$ cat config.mk
export PLATFORM = sky130hd
export DESIGN_NAME = serial_add_ctrl
export DESIGN_NICKNAME = d
export VERILOG_FILES = /design/src/rtl/serial_add_ctrl.sv
export SDC_FILE = /design/constraint.sdc
export NUM_CORES = 1
export LEC_CHECK = 0
export ABC_CLOCK_PERIOD_IN_PS = 1900
export CORE_MARGIN = 2
export CORE_UTILIZATION = 49
export CTS_BUF_LIST = sky130_fd_sc_hd__clkbuf_8 sky130_fd_sc_hd__clkbuf_16
export CTS_CLUSTER_SIZE = 16
export DETAILED_ROUTE_END_ITERATION = 6
export PLACE_DENSITY = 0.84
export SETUP_SLACK_MARGIN = 0.2
export SLEW_MARGIN = 20
export SYNTH_ARGS = -nofsm -noshare
export SYNTH_HDL_FRONTEND = slang
export SYNTH_SLANG_ARGS = --single-unit
export TNS_END_PERCENT = 100
$ cat constraint.sdc
create_clock -name clk -period 1.9 [get_ports clk]
set_input_delay 0.285 -clock clk [delete_from_list [all_inputs] [get_ports clk]]
set_output_delay 0.285 -clock clk [all_outputs]
set_load 0.01 [all_outputs]
$ cat src/rtl/serial_add_ctrl.sv
// serial_add_ctrl: bit-serial add sequencer feeding an external combinational
// full adder one operand bit pair per cycle, LSB first.
//
// Optional feature macro: SERIAL_ADD_CHECK_EN (adds a parallel-add cross-check
// and the sticky err output).
//
// Ports:
//   clk, rst_n          clock (rising edge), synchronous active-low reset
//   start               begin an addition (sampled only in IDLE)
//   a_in, b_in, cin_in  operands and carry-in, latched when start is accepted
//   fa_a, fa_b, fa_cin  to the full adder (0 outside SHIFT)
//   fa_sum, fa_cout     from the full adder
//   busy                high in SHIFT
//   done                one-cycle pulse, result valid
//   sum_out, cout_out   WIDTH-bit sum and carry-out, held until overwritten
//   err                 (SERIAL_ADD_CHECK_EN only) sticky cross-check failure
module serial_add_ctrl #(
    parameter int unsigned WIDTH = 8
) (
    input  logic             clk,
    input  logic             rst_n,
    input  logic             start,
    input  logic [WIDTH-1:0] a_in,
    input  logic [WIDTH-1:0] b_in,
    input  logic             cin_in,
    output logic             fa_a,
    output logic             fa_b,
    output logic             fa_cin,
    input  logic             fa_sum,
    input  logic             fa_cout,
    output logic             busy,
    output logic             done,
    output logic [WIDTH-1:0] sum_out,
    output logic             cout_out
`ifdef SERIAL_ADD_CHECK_EN
    ,
    output logic             err
`endif
);

    localparam int unsigned CW = (WIDTH > 1) ? $clog2(WIDTH) : 1;
    localparam int unsigned SW = WIDTH + 1;

    typedef enum logic [1:0] {
        IDLE  = 2'd0,
        SHIFT = 2'd1,
        DONE  = 2'd2
    } state_t;

    state_t           state;
    logic [WIDTH-1:0] a_sh;
    logic [WIDTH-1:0] b_sh;
    logic [WIDTH-1:0] sum_sh;
    logic             carry_q;
    logic [CW-1:0]    cnt;
    logic             last_bit;
    logic [WIDTH-1:0] sum_next;

    assign last_bit = (cnt == CW'(WIDTH - 1));
    // Full adder's sum enters at the MSB so the LSB-first stream lands in order.
    assign sum_next = {fa_sum, sum_sh[WIDTH-1:1]};

    // Adder drive is live only while shifting.
    assign fa_a   = (state == SHIFT) ? a_sh[0] : 1'b0;
    assign fa_b   = (state == SHIFT) ? b_sh[0] : 1'b0;
    assign fa_cin = (state == SHIFT) ? carry_q : 1'b0;

`ifdef SERIAL_ADD_CHECK_EN
    logic [WIDTH-1:0] a_cp;
    logic [WIDTH-1:0] b_cp;
    logic             c_cp;
    logic [SW-1:0]    ref_sum;

    assign ref_sum = SW'(a_cp) + SW'(b_cp) + SW'(c_cp);
`endif

    // Sequencer: state, datapath registers and registered status outputs.
    always_ff @(posedge clk) begin
        if (!rst_n) begin
            state    <= IDLE;
            a_sh     <= '0;
            b_sh     <= '0;
            sum_sh   <= '0;
            carry_q  <= 1'b0;
            cnt      <= '0;
            busy     <= 1'b0;
            done     <= 1'b0;
            sum_out  <= '0;
            cout_out <= 1'b0;
`ifdef SERIAL_ADD_CHECK_EN
            a_cp     <= '0;
            b_cp     <= '0;
            c_cp     <= 1'b0;
            err      <= 1'b0;
`endif
        end else begin
            done <= 1'b0;
            case (state)
                IDLE: begin
                    if (start) begin
                        state   <= SHIFT;
                        a_sh    <= a_in;
                        b_sh    <= b_in;
                        carry_q <= cin_in;
                        sum_sh  <= '0;
                        cnt     <= '0;
                        busy    <= 1'b1;
`ifdef SERIAL_ADD_CHECK_EN
                        a_cp    <= a_in;
                        b_cp    <= b_in;
                        c_cp    <= cin_in;
                        err     <= 1'b0;
`endif
                    end
                end
                SHIFT: begin
                    a_sh    <= a_sh >> 1;
                    b_sh    <= b_sh >> 1;
                    sum_sh  <= sum_next;
                    carry_q <= fa_cout;
                    cnt     <= cnt + CW'(1);
                    if (last_bit) begin
                        state    <= DONE;
                        busy     <= 1'b0;
                        done     <= 1'b1;
                        sum_out  <= sum_next;
                        cout_out <= fa_cout;
`ifdef SERIAL_ADD_CHECK_EN
                        if ({fa_cout, sum_next} != ref_sum) begin
                            err <= 1'b1;
                        end
`endif
                    end
                end
                DONE: begin
                    state <= IDLE;
                end
                default: begin
                    state <= IDLE;
                    busy  <= 1'b0;
                end
            endcase
        end
    end

endmodule
==> results.yml <==
run_status:
  result_of_the_run: "complete, no violations"
cts:
  tritoncts.num_buffers: 5
  cts.root.buffer_cell: "sky130_fd_sc_hd__clkbuf_8"
  worstSkewPairLatency_ns: 0.31
  clock-sinks: 40
  h_tree_depth: 2
  clk_path_buf_depth: 2
  clkTransAtPathRegs_ns: 0.08
  tritoncts: "built"
  cts_hold_repair.buffers: 0
pwr:
  internal_power_mw: 1.37
  power.density_cell_area_nw_per_um2: 869
  cellLeakagePower_nw: 0.767
  pwr-share-comb: 0.110
  ir_worst_vdd_mv: 0.524
  power.clock.fraction: 0.396
  switching_power_mw: 0.443
  sequential_power_share: 0.494
  p_sw_frac: 0.244
place:
  detailed_place.area_um2: 1970
  gpl.final_weighted_congestion: 0.729
  portBuffers: 35
  detailed_place_hpwl_mm: 2.33
  dp.cells: 239
synthesis:
  mappedNetlistArea_um2: 1600
  postSynthRegisterBits: 40
  yosysWarningCount: 0
  syn_nets: 193
  postSynthAreaPerCell_um2: 9.49
  post_synth_inst_count: 169
  synth.yosys.seq_area_share: 0.499
  ys_types: 29
floorplan:
  initial_utilization: 0.521
  die_y_um: 61.2
  area_of_the_die_um2: 3750
  core-area_um2: 3080
  std_cell_rows: 20
  top_level_ports: 36
  die_boundary_width_um: 61.2
sta:
  final_min_period_over_clock_period: 0.845
  hold-worst-slack_ns: 0.474
  layout_min_cycle_time_ns: 1.61
  clock.fmax_mhz: 623
  relSlewSlack: 0.609
  setup_repair_after_global_routing_missed_its_margin: "no"
  worst-slew-pin-transition_ns: 0.586
  aggregate_negative_setup_slack_ns: 0
  hold_viol_final: 0
  clock-skew-final_ns: 0.00505
  drv_slew: 0
  setup_viol: 0
global_routing:
  antenna_found_initial: 0
  track_usage: 0.217
  vias_in_the_first_global_route: 1334
  grt_first_pass_wirelength_mm: 5.84
  grt_start_max_net_pins: 31
  globalRouteOverflowTotal: 0
route:
  routed-via-count: 1351
  drcViolationCount: 0
  detail-route-antenna-nets: 0
  vias_per_cell: 5.45
  wl_per_cell_um: 14.1
  first_pass_iters: 4
  dr.first_iter.drc_count: 100
  drt-total-wl_mm: 3.51
worst_setup_path:
  critical_path.max_fanout: 5
  required_ns: 1.62
  criticalPathCategory: "reg -> out"
  startpoint_type: "register"
  worstSetupEndpointType: "output port"
  worstPathArrival_ns: 1.32
finish:
  stdcell_area_um2: 2090
  mostFrequentLayoutCell: "sky130_fd_sc_hd__dfxtp_1"
  final_layout_size_suffix_gt1_frac: 0.0931
  antenna_diode_count: 0
  final_cell_mix: "sky130_fd_sc_hd__dfxtp_1 (40), sky130_fd_sc_hd__clkdlybuf4s50_1 (32), sky130_fd_sc_hd__o21ai_0 (19), sky130_fd_sc_hd__nand2_1 (15)"
  final_net_count: 227
  syn2layout_area_growth_pct: 30.3
  fillers: 251
  final_cell_count_no_fill: 248
job:
  max-cap-violations: 0
hold_path:
  holdCritPathClass: "reg -> reg"
-- power groups by stage --
stage          sequential [mW]  clock [mW]  combinational, mW
2_1_floorplan            0.913           0              0.120
3_3_place_gp             0.912           0              0.189
3_5_place_dp             0.915           0              0.196
4_1_cts                  0.896       0.727              0.199
5_1_grt                  0.900       0.764              0.219
6_report                 0.896       0.719              0.200
-- metal layers --
layer	vias up	GRT usage	routed length [µm]
li1	682	-	-
met2	28	0.347	1670
met3	11	0.0525	146
met4	0	0.155	98
met1	630	0.253	1590
met5	-	0	0
-- synth_stat cells (all sizes together) --
master | instances | area share
or2 | 1 | 0.0039
mux2i | 14 | 0.087
nand2b | 2 | 0.0078
dfxtp | 40 | 0.50
and2 | 4 | 0.016
buf | 8 | 0.033
clkbuf | 5 | 0.012
nor2 | 2 | 0.0047
o21ai | 30 | 0.096
a21oi | 1 | 0.0031
nand3 | 11 | 0.034
inv | 2 | 0.0047
a211oi | 1 | 0.0047
and2b | 2 | 0.0094
and3 | 2 | 0.0078
o21ba | 1 | 0.0062
a32o | 1 | 0.0062
nand2 | 15 | 0.035
o211ai | 14 | 0.066
nor4b | 1 | 0.0055
ha | 2 | 0.016
nand3b | 1 | 0.0070
o22ai | 9 | 0.035
-- path summary, 6_finish.rpt --
kind,start,end,slack (ns),cells past startpoint
max,state[1],fa_a,0.29,3
min,sum_out[3],sum_out[3],0.47,2
max reg2reg,cnt[0],sum_out[1],0.40,5
min reg2reg,sum_out[3],sum_out[3],0.47,2
-- what timing repair did --
item | in CTS | in global routing
resized for setup | 4 | 1
cloned | 0 | 0
setup endpoints to repair | 3 | 14
setup buffers | 1 | 0
-- state kept, by name, indices dropped and copies added, names as in the netlist --
register,count
a_sh,8
b_sh,8
busy,1
carry_q,1
cnt,3
cout_out,1
done,1
state,2
sum_out,8
sum_sh,7
-- final cells by class --
type / instances / area, µm² / area share
flip-flops and latches: 40 / 801 / 0.383
inverters: 2 / 7.51 / 0.00359
clock inverters: 3 / 46.3 / 0.0222
repair buffers: 40 / 384 / 0.184
well taps: 44 / 55.1 / 0.0263
clock buffers: 5 / 68.8 / 0.0329
multi-input cells: 114 / 727 / 0.348
-- stage by stage --
step	worst slack (ns)	total power [mW]	utilization
floorplan	0.568	1.03	-
global placement	0.170	1.10	0.639
detailed placement	0.0900	1.11	0.639
CTS	0.225	1.82	0.678
global route	0.258	1.88	0.679
finish	0.295	1.82	0.679
-- critical path, stage by stage, from the launching register on --
cell and delay [ns]:
sky130_fd_sc_hd__dfxtp_1 0.33, sky130_fd_sc_hd__and2b_2 0.26, sky130_fd_sc_hd__and2_1 0.16, sky130_fd_sc_hd__dlygate4sd2_1 0.28
-- cell families after synthesis --
group / Yosys count / synth area share
compound gates: 57 / 0.217
simple gates: 41 / 0.131
flops: 40 / 0.499
buf+inv: 15 / 0.0499
mux: 14 / 0.0874
fa+ha+maj: 2 / 0.0156
Note: power is estimated with default switching activity, not from simulation.
